File: config.mk
export PLATFORM = sky130hd
export DESIGN_NAME = usrt_rx_buffer
export DESIGN_NICKNAME = d
export VERILOG_FILES = /design/src/rtl/usrt_rx_buffer.sv
export SDC_FILE = /design/constraint.sdc
export NUM_CORES = 1
export LEC_CHECK = 0
export ABC_AREA = 1
export BUFFER_PORTS_ARGS = -buffer_cell sky130_fd_sc_hd__buf_4
export CAP_MARGIN = 5
export CORE_ASPECT_RATIO = 0.7
export CORE_MARGIN = 5
export CORE_UTILIZATION = 35
export CTS_CLUSTER_DIAMETER = 200
export CTS_CLUSTER_SIZE = 24
export DETAILED_ROUTE_END_ITERATION = 10
export GPL_TIMING_DRIVEN = 0
export PLACE_DENSITY = 0.64
export REMOVE_ABC_BUFFERS = 1
export SYNTH_ARGS = -nofsm -noshare
export SYNTH_HDL_FRONTEND = slang
export SYNTH_SLANG_ARGS = --single-unit
File: constraint.sdc
create_clock -name pClk -period 1.9 [get_ports pClk]
set_input_delay 0.19 -clock pClk [delete_from_list [all_inputs] [get_ports pClk]]
set_output_delay 0.19 -clock pClk [all_outputs]
set_load 0.05 [all_outputs]
File: src/rtl/usrt_rx_buffer.sv
// Receive buffer between the USRT deserializer and APB: a small byte FIFO
// with sticky overrun/parity flags, a CTRL register and a level interrupt.
module usrt_rx_buffer #(
  parameter int DEPTH  = 4,
  parameter int ADDR_W = 8
) (
  input  logic              pClk,
  input  logic              pReset,
  input  logic [7:0]        rx_data,
  input  logic              rx_valid,
  input  logic              rx_perr,
  input  logic              pSelect,
  input  logic              pEnable,
  input  logic              pWrite,
  input  logic [ADDR_W-1:0] pAddr,
  input  logic [7:0]        pWData,
  output logic [7:0]        pRData,
  output logic              pReady,
  output logic              pSlverr,
  output logic              rx_irq
);

  localparam int AW = $clog2(DEPTH);
  localparam logic [AW:0] PTR_ONE = {{AW{1'b0}}, 1'b1};

  localparam logic [1:0] SEL_DATA   = 2'd0;
  localparam logic [1:0] SEL_STATUS = 2'd1;
  localparam logic [1:0] SEL_CTRL   = 2'd2;
  localparam logic [1:0] SEL_FLUSH  = 2'd3;

  logic [AW:0] wr_ptr_q, wr_ptr_d;
  logic [AW:0] rd_ptr_q, rd_ptr_d;
  logic        ovr_q, ovr_d;
  logic        perr_q, perr_d;
  logic [1:0]  ctrl_q, ctrl_d;
  logic        irq_q, irq_d;
  logic [7:0]  mem_q [DEPTH];

  logic [AW:0] count;
  logic        empty, full, mapped;
  logic [1:0]  sel;
  logic        access, wr_acc, rd_acc;
  logic        pop, flush, ovr_clr, perr_clr;
  logic        push_req, push_ok, ovr_set, perr_set;
  logic        unused_bits;

  assign pReady      = 1'b1;
  assign sel         = pAddr[3:2];
  assign mapped      = ((pAddr >> 4) == '0);
  assign count       = wr_ptr_q - rd_ptr_q;
  assign empty       = (wr_ptr_q == rd_ptr_q);
  assign full        = (wr_ptr_q[AW-1:0] == rd_ptr_q[AW-1:0]) && (wr_ptr_q[AW] != rd_ptr_q[AW]);
  assign pSlverr     = pSelect & pEnable & ~mapped;
  assign rx_irq      = irq_q;
  assign unused_bits = ^{pWData[7:4], pAddr[1:0]};

  always_comb begin
    access   = pSelect & pEnable & pReady;
    wr_acc   = access & pWrite & mapped;
    rd_acc   = access & ~pWrite & mapped;
    pop      = rd_acc & (sel == SEL_DATA) & ~empty;
    flush    = wr_acc & (sel == SEL_FLUSH);
    ovr_clr  = wr_acc & (sel == SEL_STATUS) & pWData[2];
    perr_clr = wr_acc & (sel == SEL_STATUS) & pWData[3];

    // A flush on the same edge swallows the incoming byte silently.
    push_req = rx_valid & ctrl_q[0] & ~flush;
    perr_set = push_req & rx_perr;
    ovr_set  = push_req & ~rx_perr & full & ~pop;
    push_ok  = push_req & ~rx_perr & ~(full & ~pop);

    rd_ptr_d = pop ? rd_ptr_q + PTR_ONE : rd_ptr_q;
    wr_ptr_d = push_ok ? wr_ptr_q + PTR_ONE : wr_ptr_q;
    if (flush) begin
      rd_ptr_d = wr_ptr_q;
      wr_ptr_d = wr_ptr_q;
    end

    // Set beats a simultaneous write-one-to-clear.
    ovr_d  = (ovr_q & ~ovr_clr) | ovr_set;
    perr_d = (perr_q & ~perr_clr) | perr_set;
    ctrl_d = (wr_acc && sel == SEL_CTRL) ? pWData[1:0] : ctrl_q;
    irq_d  = ctrl_q[1] & (~empty | ovr_q | perr_q);
  end

  always_ff @(posedge pClk or posedge pReset) begin
    if (pReset) begin
      wr_ptr_q <= '0;
      rd_ptr_q <= '0;
      ovr_q    <= 1'b0;
      perr_q   <= 1'b0;
      ctrl_q   <= 2'b01;
      irq_q    <= 1'b0;
    end else begin
      wr_ptr_q <= wr_ptr_d;
      rd_ptr_q <= rd_ptr_d;
      ovr_q    <= ovr_d;
      perr_q   <= perr_d;
      ctrl_q   <= ctrl_d;
      irq_q    <= irq_d;
    end
  end

  // Storage needs no reset: the pointers define which entries are live.
  always_ff @(posedge pClk) begin
    if (push_ok && !pReset) begin
      mem_q[wr_ptr_q[AW-1:0]] <= rx_data;
    end
  end

  always_comb begin
    pRData = 8'h00;
    if (mapped) begin
      case (sel)
        SEL_DATA:   pRData = empty ? 8'h00 : mem_q[rd_ptr_q[AW-1:0]];
        SEL_STATUS: pRData = {4'(count), perr_q, ovr_q, full, ~empty};
        SEL_CTRL:   pRData = {6'b0, ctrl_q};
        default:    pRData = 8'h00;
      endcase
    end
  end

endmodule

== After elaboration in Yosys (flattened, before gate mapping) ==
Memory sizes are Yosys's and may differ from the RTL's.
Index checks and enable logic that the tools add are counted.

* Bitwise logic cells: 36
* Add/subtract/negate cells: 3
* Multiplexer cells: 7
* Reductions and logical operators: 8
* Equal/unequal tests: 6

{| class="wikitable"
|+ Operators with widths
! operator !! number
|-
| 8-bit one-hot mux with 3 select lines || 1
|-
| 1-bit bitwise AND || 23
|-
| 8-bit 2-to-1 mux || 2
|-
| 1-bit NOT || 9
|-
| 8-bit logical NOT || 1
|-
| 3-bit by 1-bit adder with 3-bit output, second input constant || 2
|-
| 3-bit 2-to-1 mux || 2
|-
| 2-bit == test, second input constant || 2
|-
| 1-bit bitwise OR || 4
|-
| 3-bit == test || 1
|-
| 1-bit logical AND || 3
|-
| 3-bit subtractor || 1
|-
| 2-bit by 1-bit == test with 1-bit output, second input constant || 1
|-
| 2-bit == test || 1
|-
| 2-bit logical NOT || 1
|-
| 1-bit 2-to-1 mux || 2
|-
| 2-bit AND reduction || 1
|-
| 2-bit nonzero test || 1
|-
| 1-bit logical NOT || 1
|-
| 1-bit inequality test || 1
|}

* Input bits: 31
* Memory bits (writable): 32
* Memories: 1
* Output and inout bits: 11
* Word-level logic and storage cells: 67
* Register bits: 11

{| class="wikitable"
|+ Memories
! memory !! words !! bits a word !! read ports !! clocked after Yosys merged registers in !! wr ports !! RTL line !! RTL
|-
| mem_q || 4 || 8 || 1 || 0 || 1 || 37 || <nowiki>logic [7:0] mem_q [DEPTH];</nowiki>
|}

== Longest topological paths before layout ==
Gate-level depths: netlist of the first run.

* Depth after elaboration: 12
* Mapped depth: 12
* Gate-level depth less buffers: 11

== Worst setup path before layout of the first run ==
OpenSTA, ideal clock, no wires.

* Path kind: register to output
* From: register rd_ptr_q[1]
* To: output port pRData[2]
* Required time: 1.710 ns
* Stages on the path, launching flop included: 11
* Setup slack: -0.845 ns
* Data arrival time: 2.555 ns
* Path buffers: 1
* Cells stage by stage: dfrtp_1 buf_2 clkinv_1 ha_1 nand2_1 inv_1 nand3_2 nand2_1 inv_1 nand2_1 o21ai_0

* Word-level cells in the longest chain between the ends: 4
* Elaborated cells between the ends (all ways): 5
* Those cells by class: eq/ne (1); mux (3); memory (1)

{| class="wikitable"
|+ RTL lines
! element !! RTL line !! RTL
|-
| start: declaration || 32 || <nowiki>logic [AW:0] rd_ptr_q, rd_ptr_d;</nowiki>
|-
| start signal: assignment || 96 || <nowiki>rd_ptr_q <= rd_ptr_d;</nowiki>
|-
| memory 4 x 8 bit or 3-bit == test (tied branches) || -- ||
|-
| 8-bit 2-to-1 mux (*) || 115 || <nowiki>SEL_DATA: pRData = empty ? 8'h00 : mem_q[rd_ptr_q[AW-1:0]];</nowiki>
|-
| 8-bit one-hot mux with 3 select lines (*) || 114 || <nowiki>case (sel)</nowiki>
|-
| 8-bit 2-to-1 mux (*) || 113 || <nowiki>if (mapped) begin</nowiki>
|-
| end: declaration || 17 || <nowiki>output logic [7:0] pRData,</nowiki>
|}

Mark *: on every way between the ends. The rest lies on a longest branch, timed or not.

== Worst setup path in the final report of the first run ==
* From: register rd_ptr_q[1]
* To: output port pRData[1]

* Word-level cells in the longest chain between the ends: 4
* Elaborated cells between the ends (all ways): 7
* Those cells by class: eq/ne (2); mux (3); reduce/logical (1); memory (1)

{| class="wikitable"
|+ RTL lines
! element !! RTL line
|-
| memory 4 x 8 bit, or another cell as far along || --
|-
| 8-bit 2-to-1 mux or 1-bit logical AND (tied branches) || 115, 52
|-
| 8-bit one-hot mux with 3 select lines (*) || 114
|-
| 8-bit 2-to-1 mux (*) || 113
|}

Marked as above.

==> impl_results.md, run 1 <==
- Run status: complete, but fails checks
- Violations in the final reports: setup timing
- Number of endpoints failing setup at the final stage: 8
- Count of antenna diodes in the layout: 0
- Final worst slack: -0.185 ns
- Worst-case clock buffer depth: 2
- Core occupancy in the finished layout: 48.4%
- Mean post-synth cell area: 9.53 um^2
- Startpoint kind of the worst setup timing path: flip-flop
- Slowest stage cell, crit path: dfrtp_2
- Detailed placement HPWL: 3580 um
- Total wire length after detailed routing: 5360 um
- Kind of capture point of the worst setup path: output port
- Number of global-route vias before repair: 1621
- Static leakage: 1.17 nW
- Final sum of negative setup slack: -1.28 ns
- Setup slack of the worst register-to-register path: 0.03 ns
- Layout net count: 312
- Transition time of the tightest slew-check pin: 0.549 ns
- Final number of hold-violating endpoints: 0
- Via count: 1663
- Cells after synthesis: 225
- Category of the most critical setup path: reg2out
- Leftover overflow at the end of global routing: 0
- Tightest Hold Check Type: in2async
- Worst slew slack as a fraction of its limit: 63.3%
- Top_reg_cell synth: edfxtp_1
- Worst hold slack: 0.0528 ns
- Remaining number of nets flagged by the antenna check after routing: 0
- Most repeated library cell on the critical path: nand2_2
- Seq cells post-synth: 43
- Horizontal die dimension: 104 um
- Area of the core: 5840 um^2
- Data arrival, critical path: 1.90 ns
- Cell types occupying the most area after synthesis: edfxtp_1, dfrtp_1, nand2_1, nor2_1, ha_1
- RSZ-0062 raised after global routing: true
- Number of synthesis warnings: 0
- Maximum clock skew at final layout: 0.00356 ns
- Library cells used by synthesis: 27
- Global routing usage summed across all routing layers: 13.8%
- Max Fclk: 0.480 GHz
- Multi-input gate area in the final layout: 903 um^2
- Area occupied by registers: 1240 um^2
- H-tree depth: 2
- Ports placed on the boundary: 42
- Total clock sinks: 43
- Maximum capacitance violations: 0
- Synth-to-layout area growth: 32.0%
- Final RePlAce weighted congestion: 0.849
- 1st-pass router iterations: 4
- Layout cells sized above 1: 32.5%
- Clock Latency Late Sink: 0.29 ns
- Slowest stage delay, CP: 0.42 ns
- Total clock buffers created by CTS: 5
- Standard-cell row count: 23
- First-pass GRT wire length: 8220 um
- Maximum ir drop on the vdd rail: 0.306 mV
- Clock transition at the registers of the reported paths: 0.08 ns
- Clk Tree Root Cell: clkbuf_8
- Period Utilization, post-route: 110%
- PortBufs: 34
- Share of synthesized area occupied by flip-flops and latches: 57.7%
- Die area: 7810 um^2
- Antenna violations before repair: 0
- Largest fanout on the critical path: 5
- Area share of the largest cell type after synthesis: 44.8%
- RR Endpoint: mem_q[3][3]$_DFFE_PP_
- EDFF count, synth: 32
- DIE HEIGHT: 75.5 um
- PD cells: 709 nW/um^2
- Most repeated cell in the gate-level netlist after synthesis: nand2_1
- Start of the worst register-to-register path: rd_ptr_q[1]$_DFFE_PP0P_
- Maximum number of pins on one net before global-route repair: 18
- Data required time at the worst endpoint: 1.71 ns
- Netlist area before placement: 2140 um^2
- Post-detailed-route via-to-cell ratio: 4.77
- Max-slew violation count: 0
- Cell taking the most area after synthesis: edfxtp_1
- Violation count after the first detailed-route iteration: 120
- Source of the critical timing path: rd_ptr_q[1]$_DFFE_PP0P_
- Worst Setup EP: pRData[1]
- Routed wirelength normalized by instance count: 15.4 um
- Initial standard-cell utilization of the core: 36.7%
- Number of design rule violations left after detail routing: 0
- Proportion of synthesized flip-flops having asynchronous set or reset: 25.6%
- Layout filler cell count: 547
- Post-layout minimum cycle time: 2.09 ns
- Ordered cell list for the critical path: clkinv_4, ha_1, nand2_2, inv_2, nand3_2, nand2_2, inv_4, o21ai_2, a21oi_1, buf_4
- Ranking of synthesized cells by instance count: nand2_1, edfxtp_1, nor2_1
- Length in cells of the worst reg-to-reg path: 7
- CTS tree: built
-- kinds of logic after synthesis --
group / after synthesis / share of synthesized area (%)
other: 1 / 0.175
adders and majority gates: 8 / 5.02
AOI/OAI and AO/OA: 36 / 9.11
DFF: 43 / 57.7
buffers and inverters: 32 / 6.19
and+or+nand+nor: 102 / 20.5
xor gates and xnor gates: 3 / 1.23
-- where the power goes --
part	internal [W]	switching [W]
clock	0.000258	0.000300
sequential	0.00103	0.0000164
combinational	0.000165	0.000236
-- registers in the layout, indices dropped and copies added (netlist names) --
| signal | count |
|---|---|
| mem_q | 32 |
| rd_ptr_q | 3 |
| wr_ptr_q | 3 |
| ctrl_q | 2 |
| ovr_q | 1 |
| perr_q | 1 |
| rx_irq | 1 |
-- critical path, delay by kind of cell (launching register included) --
kind            cells  cell delay [ns]
fa+ha+maj           1             0.28
flops               1             0.42
simple gates        3             0.23
buf+inv             4             0.46
compound gates      2             0.20
-- metrics by stage --
step | area [um^2] | power (W) | instances | setup WS (ns)
after floorplan | 2110 | 0.00123 | 219 | -0.857
after global routing | 2830 | 0.00211 | 349 | -0.269
after CTS | 2740 | 0.00198 | 345 | -0.168
final | 2830 | 0.00201 | 349 | -0.185
after global placement | 2460 | 0.00133 | 328 | -1.00
after detailed placement | 2460 | 0.00133 | 328 | -1.05
-- routing by layer --
layer | vias to the layer above | track usage (%) | wire [um]
met2 | 44 | 19.7 | 2300
met3 | 4 | 3.81 | 332
met5 | - | 0 | 0
met1 | 773 | 20.3 | 2690
met4 | 0 | 4.51 | 40
li1 | 842 | - | -
-- timing repair --
item,4_1_cts,5_1_grt
setup endpoints to repair,48,40
endpoints found under the hold margin,10,0
pin swaps,8,7
gates resized for setup,44,10
hold buffers,1,0
setup buffers,8,4
-- cells in the final DEF (no fill, tap or decap), drive strengths merged, types with 7 or more instances in the layout --
master / instances
ha: 7
o21ai: 20
nor2: 27
clkbuf: 7
inv: 25
a21oi: 11
nand2: 53
buf: 46
dfrtp: 10
nand3: 19
edfxtp: 32
-- worst min path at each step --
stage | startpoint | end | slack, ns | depth (start not counted)
final | pReset | ctrl_q[0]$_DFFE_PP1P_ | 0.05 | 2
after global routing | pReset | ctrl_q[0]$_DFFE_PP1P_ | 0.04 | 2
after CTS | pReset | ctrl_q[0]$_DFFE_PP1P_ | 0.03 | 2
after detailed placement | pReset | wr_ptr_q[0]$_DFFE_PP0P_ | 0.26 | 2
after global placement | pReset | wr_ptr_q[0]$_DFFE_PP0P_ | 0.25 | 2
after floorplan | pReset | ctrl_q[1]$_DFFE_PP0P_ | 0.06 | 1
-- layout make-up --
type,instances,area share (%)
Multi-Input combinational cell,150,31.9
Timing Repair Buffer,47,14.1
Sequential cell,43,43.9
Clock buffer,7,2.70
Tap cell,75,3.32
Clock inverter,1,0.177
Inverter,26,3.89
(Power assumes the default switching activity.)
==> run 2, diff against run 1 <==
CAP_MARGIN = default   (was 5)
CTS_BUF_LIST = sky130_fd_sc_hd__clkbuf_4 sky130_fd_sc_hd__clkbuf_8   (was default)
==> impl_results.md, run 2 (same netlist as run 1, synthesis figures left out) <==
- Run status: complete, but fails checks
- Violations in the final reports: setup timing
- Startpoint kind of the worst setup timing path: flip-flop
- Clock Latency Late Sink: 0.29 ns
- Via count: 1687
- Transition time of the tightest slew-check pin: 0.546 ns
- Ports placed on the boundary: 42
- Clock transition at the registers of the reported paths: 0.08 ns
- Layout filler cell count: 547
- Count of antenna diodes in the layout: 0
- Relative contribution of combinational cells to total power: 19.7%
- Area occupied by registers: 1240 um^2
- Final RePlAce weighted congestion: 0.849
- Total wire length after detailed routing: 5370 um
- Largest fanout on the critical path: 5
- Part of the total power dissipated in the clock network: 28.7%
- Maximum number of pins on one net before global-route repair: 18
- PortBufs: 34
- Area of the core: 5840 um^2
- Start of the worst register-to-register path: rd_ptr_q[1]$_DFFE_PP0P_
- Layout cells sized above 1: 33.2%
- Global routing usage summed across all routing layers: 13.8%
- Total clock sinks: 43
- Max Fclk: 0.481 GHz
- Core occupancy in the finished layout: 48.6%
- Remaining number of nets flagged by the antenna check after routing: 0
- Total placed cells including tap cells: 328
- Die area: 7810 um^2
- Kind of capture point of the worst setup path: output port
- Antenna violations before repair: 0
- Final worst slack: -0.180 ns
- Number of design rule violations left after detail routing: 0
- Total clock buffers created by CTS: 5
- Source of the critical timing path: rd_ptr_q[1]$_DFFE_PP0P_
- Routed wirelength normalized by instance count: 15.4 um
- Number of standard cells in the final layout excluding fillers: 349
- Category of the most critical setup path: reg2out
- CTS tree: built
- Number of endpoints failing setup at the final stage: 8
- Layout net count: 312
- Net switching share of the total power: 27.1%
- Tightest Hold Check Type: in2async
- Data arrival, critical path: 1.89 ns
- Violation count after the first detailed-route iteration: 120
- Worst slew slack as a fraction of its limit: 63.5%
- Max-slew violation count: 0
- Number of global-route vias before repair: 1621
- Horizontal die dimension: 104 um
- Detailed placement HPWL: 3580 um
- RSZ-0062 raised after global routing: true
- Static leakage: 1.18 nW
- Register share of total power: 51.5%
- Highest-count cells in the layout ignoring fill and taps: nand2_1, buf_4, edfxtp_1
- Maximum capacitance violations: 0
- Final number of hold-violating endpoints: 0
- Most common cell after layout, fill and taps aside: nand2_1
- Post-layout minimum cycle time: 2.08 ns
- Maximum clock skew at final layout: 0.00510 ns
- Worst hold slack: 0.0519 ns
- Standard-cell row count: 23
- Worst-case clock buffer depth: 2
- H-tree depth: 2
- Flip-flop count of the largest register after layout: 32
- Maximum ir drop on the vdd rail: 0.304 mV
- Initial standard-cell utilization of the core: 36.7%
- Data required time at the worst endpoint: 1.71 ns
- Minimum setup slack after placement: -1.05 ns
- Post-detailed-route via-to-cell ratio: 4.83
- Multi-input gate area in the final layout: 903 um^2
- DIE HEIGHT: 75.5 um
- Power spent charging and discharging nets: 0.000551 W
- Period Utilization, post-route: 109%
- Clk Tree Root Cell: clkbuf_8
- First-pass GRT wire length: 8220 um
- Int Pwr: 0.00148 W
- PD cells: 717 nW/um^2
- Leftover overflow at the end of global routing: 0
- 1st-pass router iterations: 4
- Synth-to-layout area growth: 32.4%
[run 2: path summary, 6_finish.rpt]
path / to / slack (ns) / cells past startpoint
max reg2reg: mem_q[3][6]$_DFFE_PP_ / 0.03 / 7
max in group asynchronous: rd_ptr_q[0]$_DFFE_PP0P_ / 0.81 / 3
min reg2reg: ctrl_q[0]$_DFFE_PP1P_ / 0.51 / 2
min in group pClk: mem_q[2][7]$_DFFE_PP_ / 0.10 / 1
max: pRData[1] / -0.18 / 10
min: ctrl_q[0]$_DFFE_PP1P_ / 0.05 / 2
[run 2: worst max-delay path, cell delays in order, from the launching register on]
cell and delay (ns):
dfrtp_2 0.41, clkinv_4 0.06, ha_1 0.28, nand2_2 0.07, inv_2 0.05, nand3_2 0.08, nand2_2 0.08, inv_4 0.12
o21ai_2 0.06, a21oi_1 0.14, buf_4 0.22
[run 2: power groups by stage]
stage,clock network (W),registers [W],logic (W)
2_1_floorplan,0,0.00108,0.000155
3_3_place_gp,0,0.00108,0.000247
3_5_place_dp,0,0.00108,0.000250
4_1_cts,0.000598,0.00105,0.000364
5_1_grt,0.000650,0.00105,0.000443
6_report,0.000585,0.00105,0.000401
[run 2: area by class of cell]
cell class                 instances  area share, %
multi-input combinational        150           31.8
clock inverter                     1          0.176
sequential                        43           43.8
inverter                          26           3.88
clock buffer                       7           2.95
tap                               75           3.31
timing repair buffer              47           14.0
[run 2: per-stage QoR]
| stage | total power [W] | TNS (ns) | area (um^2) |
|---|---|---|---|
| finish | 0.00203 | -1.25 | 2840 |
| global route | 0.00214 | -2.55 | 2840 |
| CTS | 0.00201 | -4.46 | 2750 |
| detailed placement | 0.00133 | -41.46 | 2460 |
| global placement | 0.00133 | -39.59 | 2460 |
| floorplan | 0.00123 | -12.05 | 2110 |
[run 2: layer usage]
metal	vias to the layer above	global-route usage (%)	part of all wire (%)
met2	50	19.7	44
li1	842	-	-
met4	0	4.51	0.74
met5	-	0	0
met3	4	3.81	5.8
met1	791	20.3	50
[run 2: timing repair]
item                                    CTS  global route
endpoints found under the setup margin   48            40
endpoints found under the hold margin    10             0
resized for setup                        44            10
hold buffers                              1             0
pin swaps                                 8             7
buffers inserted                          8             4
==> run 3, diff against run 2 <==
BUFFER_PORTS_ARGS = -buffer_cell sky130_fd_sc_hd__buf_2   (was -buffer_cell sky130_fd_sc_hd__buf_4)
==> impl_results.md, run 3 (same netlist as run 1, synthesis figures left out) <==
- Final number of hold-violating endpoints: 0
- Violations in the final reports: setup timing
- Setup slack of the worst register-to-register path: -0.04 ns
- Die area: 7810 um^2
- Core occupancy in the finished layout: 48.7%
- Startpoint kind of the worst setup timing path: flip-flop
- Net switching share of the total power: 28.2%
- Initial standard-cell utilization of the core: 36.7%
- Final sum of negative setup slack: -1.42 ns
- Relative contribution of combinational cells to total power: 21.6%
- Detailed placement HPWL: 3520 um
- Remaining number of nets flagged by the antenna check after routing: 0
- Transition time of the tightest slew-check pin: 0.550 ns
- Ports placed on the boundary: 42
- Source of the critical timing path: wr_ptr_q[0]$_DFFE_PP0P_
- Total clock buffers created by CTS: 5
- First-pass GRT wire length: 8330 um
- Total wire length after detailed routing: 5270 um
- Minimum setup slack after placement: -1.04 ns
- Period Utilization, post-route: 109%
- Most common cell after layout, fill and taps aside: nand2_1
- Flip-flop count of the largest register after layout: 32
- Maximum clock skew at final layout: 0.00562 ns
- Worst Setup EP: pRData[5]
- Kind of capture point of the worst setup path: output port
- Standard-cell row count: 23
- Violation count after the first detailed-route iteration: 95
- Via count: 1692
- Max-slew violation count: 0
- Clock transition at the registers of the reported paths: 0.08 ns
- Power spent charging and discharging nets: 0.000586 W
- Clock Latency Late Sink: 0.29 ns
- Layout cells sized above 1: 33.9%
- Leftover overflow at the end of global routing: 0
- Category of the most critical setup path: reg2out
- Max Fclk: 0.483 GHz
- Data arrival, critical path: 1.88 ns
- Register share of total power: 50.5%
- Final RePlAce weighted congestion: 0.867
- Horizontal die dimension: 104 um
- Total clock sinks: 43
- Length in cells of the worst reg-to-reg path: 7
- Antenna violations before repair: 0
- Start of the worst register-to-register path: rd_ptr_q[0]$_DFFE_PP0P_
- Multi-input gate area in the final layout: 931 um^2
- CTS tree: built
- Post-detailed-route via-to-cell ratio: 4.81
- Clk Tree Root Cell: clkbuf_8
- Layout filler cell count: 543
- Global routing usage summed across all routing layers: 13.8%
- Static leakage: 1.18 nW
- Worst-case clock buffer depth: 2
- Final worst slack: -0.170 ns
- Highest-count cells in the layout ignoring fill and taps: nand2_1, edfxtp_1, buf_2
- Number of endpoints failing setup at the final stage: 40
- 1st-pass router iterations: 4
- Routed wirelength normalized by instance count: 15.0 um
- H-tree depth: 2
- RSZ-0062 raised after global routing: true
- Post-layout minimum cycle time: 2.07 ns
- Number of design rule violations left after detail routing: 0
- DIE HEIGHT: 75.5 um
- PD cells: 731 nW/um^2
- Run status: complete, but fails checks
- Tightest Hold Check Type: in2reg
- RR Endpoint: mem_q[3][0]$_DFFE_PP_
- Number of global-route vias before repair: 1649
- Synth-to-layout area growth: 32.9%
- Data required time at the worst endpoint: 1.71 ns
- Maximum capacitance violations: 0
- Int Pwr: 0.00149 W
- Part of the total power dissipated in the clock network: 27.9%
- Maximum number of pins on one net before global-route repair: 18
- Layout net count: 315
- Worst slew slack as a fraction of its limit: 63.3%
- Count of antenna diodes in the layout: 0
- Area occupied by registers: 1240 um^2
- Largest fanout on the critical path: 2
- Maximum ir drop on the vdd rail: 0.329 mV
- PortBufs: 34
- Area of the core: 5840 um^2
-- run 3: layout make-up --
cell class | instances | share of cell area [%]
clock buffer | 6 | 2.68
multi-input combinational | 150 | 32.7
timing repair buffer | 50 | 13.2
sequential | 43 | 43.7
inverter | 26 | 4.04
tap | 75 | 3.30
clock inverter | 2 | 0.439
-- run 3: timing repair --
action | 4_1_cts | 5_1_grt
gates resized for setup | 53 | 16
pin swaps | 12 | 9
gates cloned | 0 | 0
setup endpoints to repair | 48 | 40
endpoints found under the hold margin | 10 | 0
setup buffers | 10 | 5
hold buffers | 1 | 0
-- run 3: worst min path at each step --
stage / slack, ns / end / start / depth (start not counted)
floorplan: 0.06 / ctrl_q[1]$_DFFE_PP0P_ / pReset / 1
global placement: 0.26 / wr_ptr_q[0]$_DFFE_PP0P_ / pReset / 2
CTS: 0.1 / ctrl_q[0]$_DFFE_PP1P_ / pWData[0] / 3
global route: 0.10 / mem_q[1][4]$_DFFE_PP_ / rx_data[4] / 1
detailed placement: 0.25 / wr_ptr_q[0]$_DFFE_PP0P_ / pReset / 2
finish: 0.1 / ctrl_q[0]$_DFFE_PP1P_ / pWData[0] / 3
-- run 3: through the flow --
step                instances  hold slack (ns)  total power (W)  cell area, um^2
floorplan                 219           0.0572          0.00123             2110
global placement          328            0.257          0.00132             2370
detailed placement        328            0.248          0.00132             2370
CTS                       347           0.0951          0.00199             2700
global route              352            0.101          0.00217             2850
finish                    352           0.0952          0.00208             2850
-- run 3: worst max-delay path, stage by stage (launching register included) --
cell and delay, ns:
dfrtp_1 0.40, inv_2 0.10, ha_4 0.13, inv_2 0.03, fa_2 0.51, nand2_2 0.05
a21oi_2 0.18, buf_6 0.18
-- run 3: per-layer routing --
| metal | track usage [%] | vias to the layer above | wire length, um |
|---|---|---|---|
| li1 | - | 854 | - |
| met1 | 20.4 | 787 | 2720 |
| met2 | 20.1 | 47 | 2230 |
| met3 | 3.22 | 4 | 289 |
| met4 | 3.93 | 0 | 29 |
| met5 | 0 | - | 0 |
-- run 3: power groups by stage --
stage                     clock network [W]  logic [W]  registers (W)
after global routing               0.000626   0.000495        0.00105
after global placement                    0   0.000233        0.00108
final                              0.000581   0.000448        0.00105
after CTS                          0.000591   0.000355        0.00105
after floorplan                           0   0.000155        0.00108
after detailed placement                  0   0.000235        0.00108
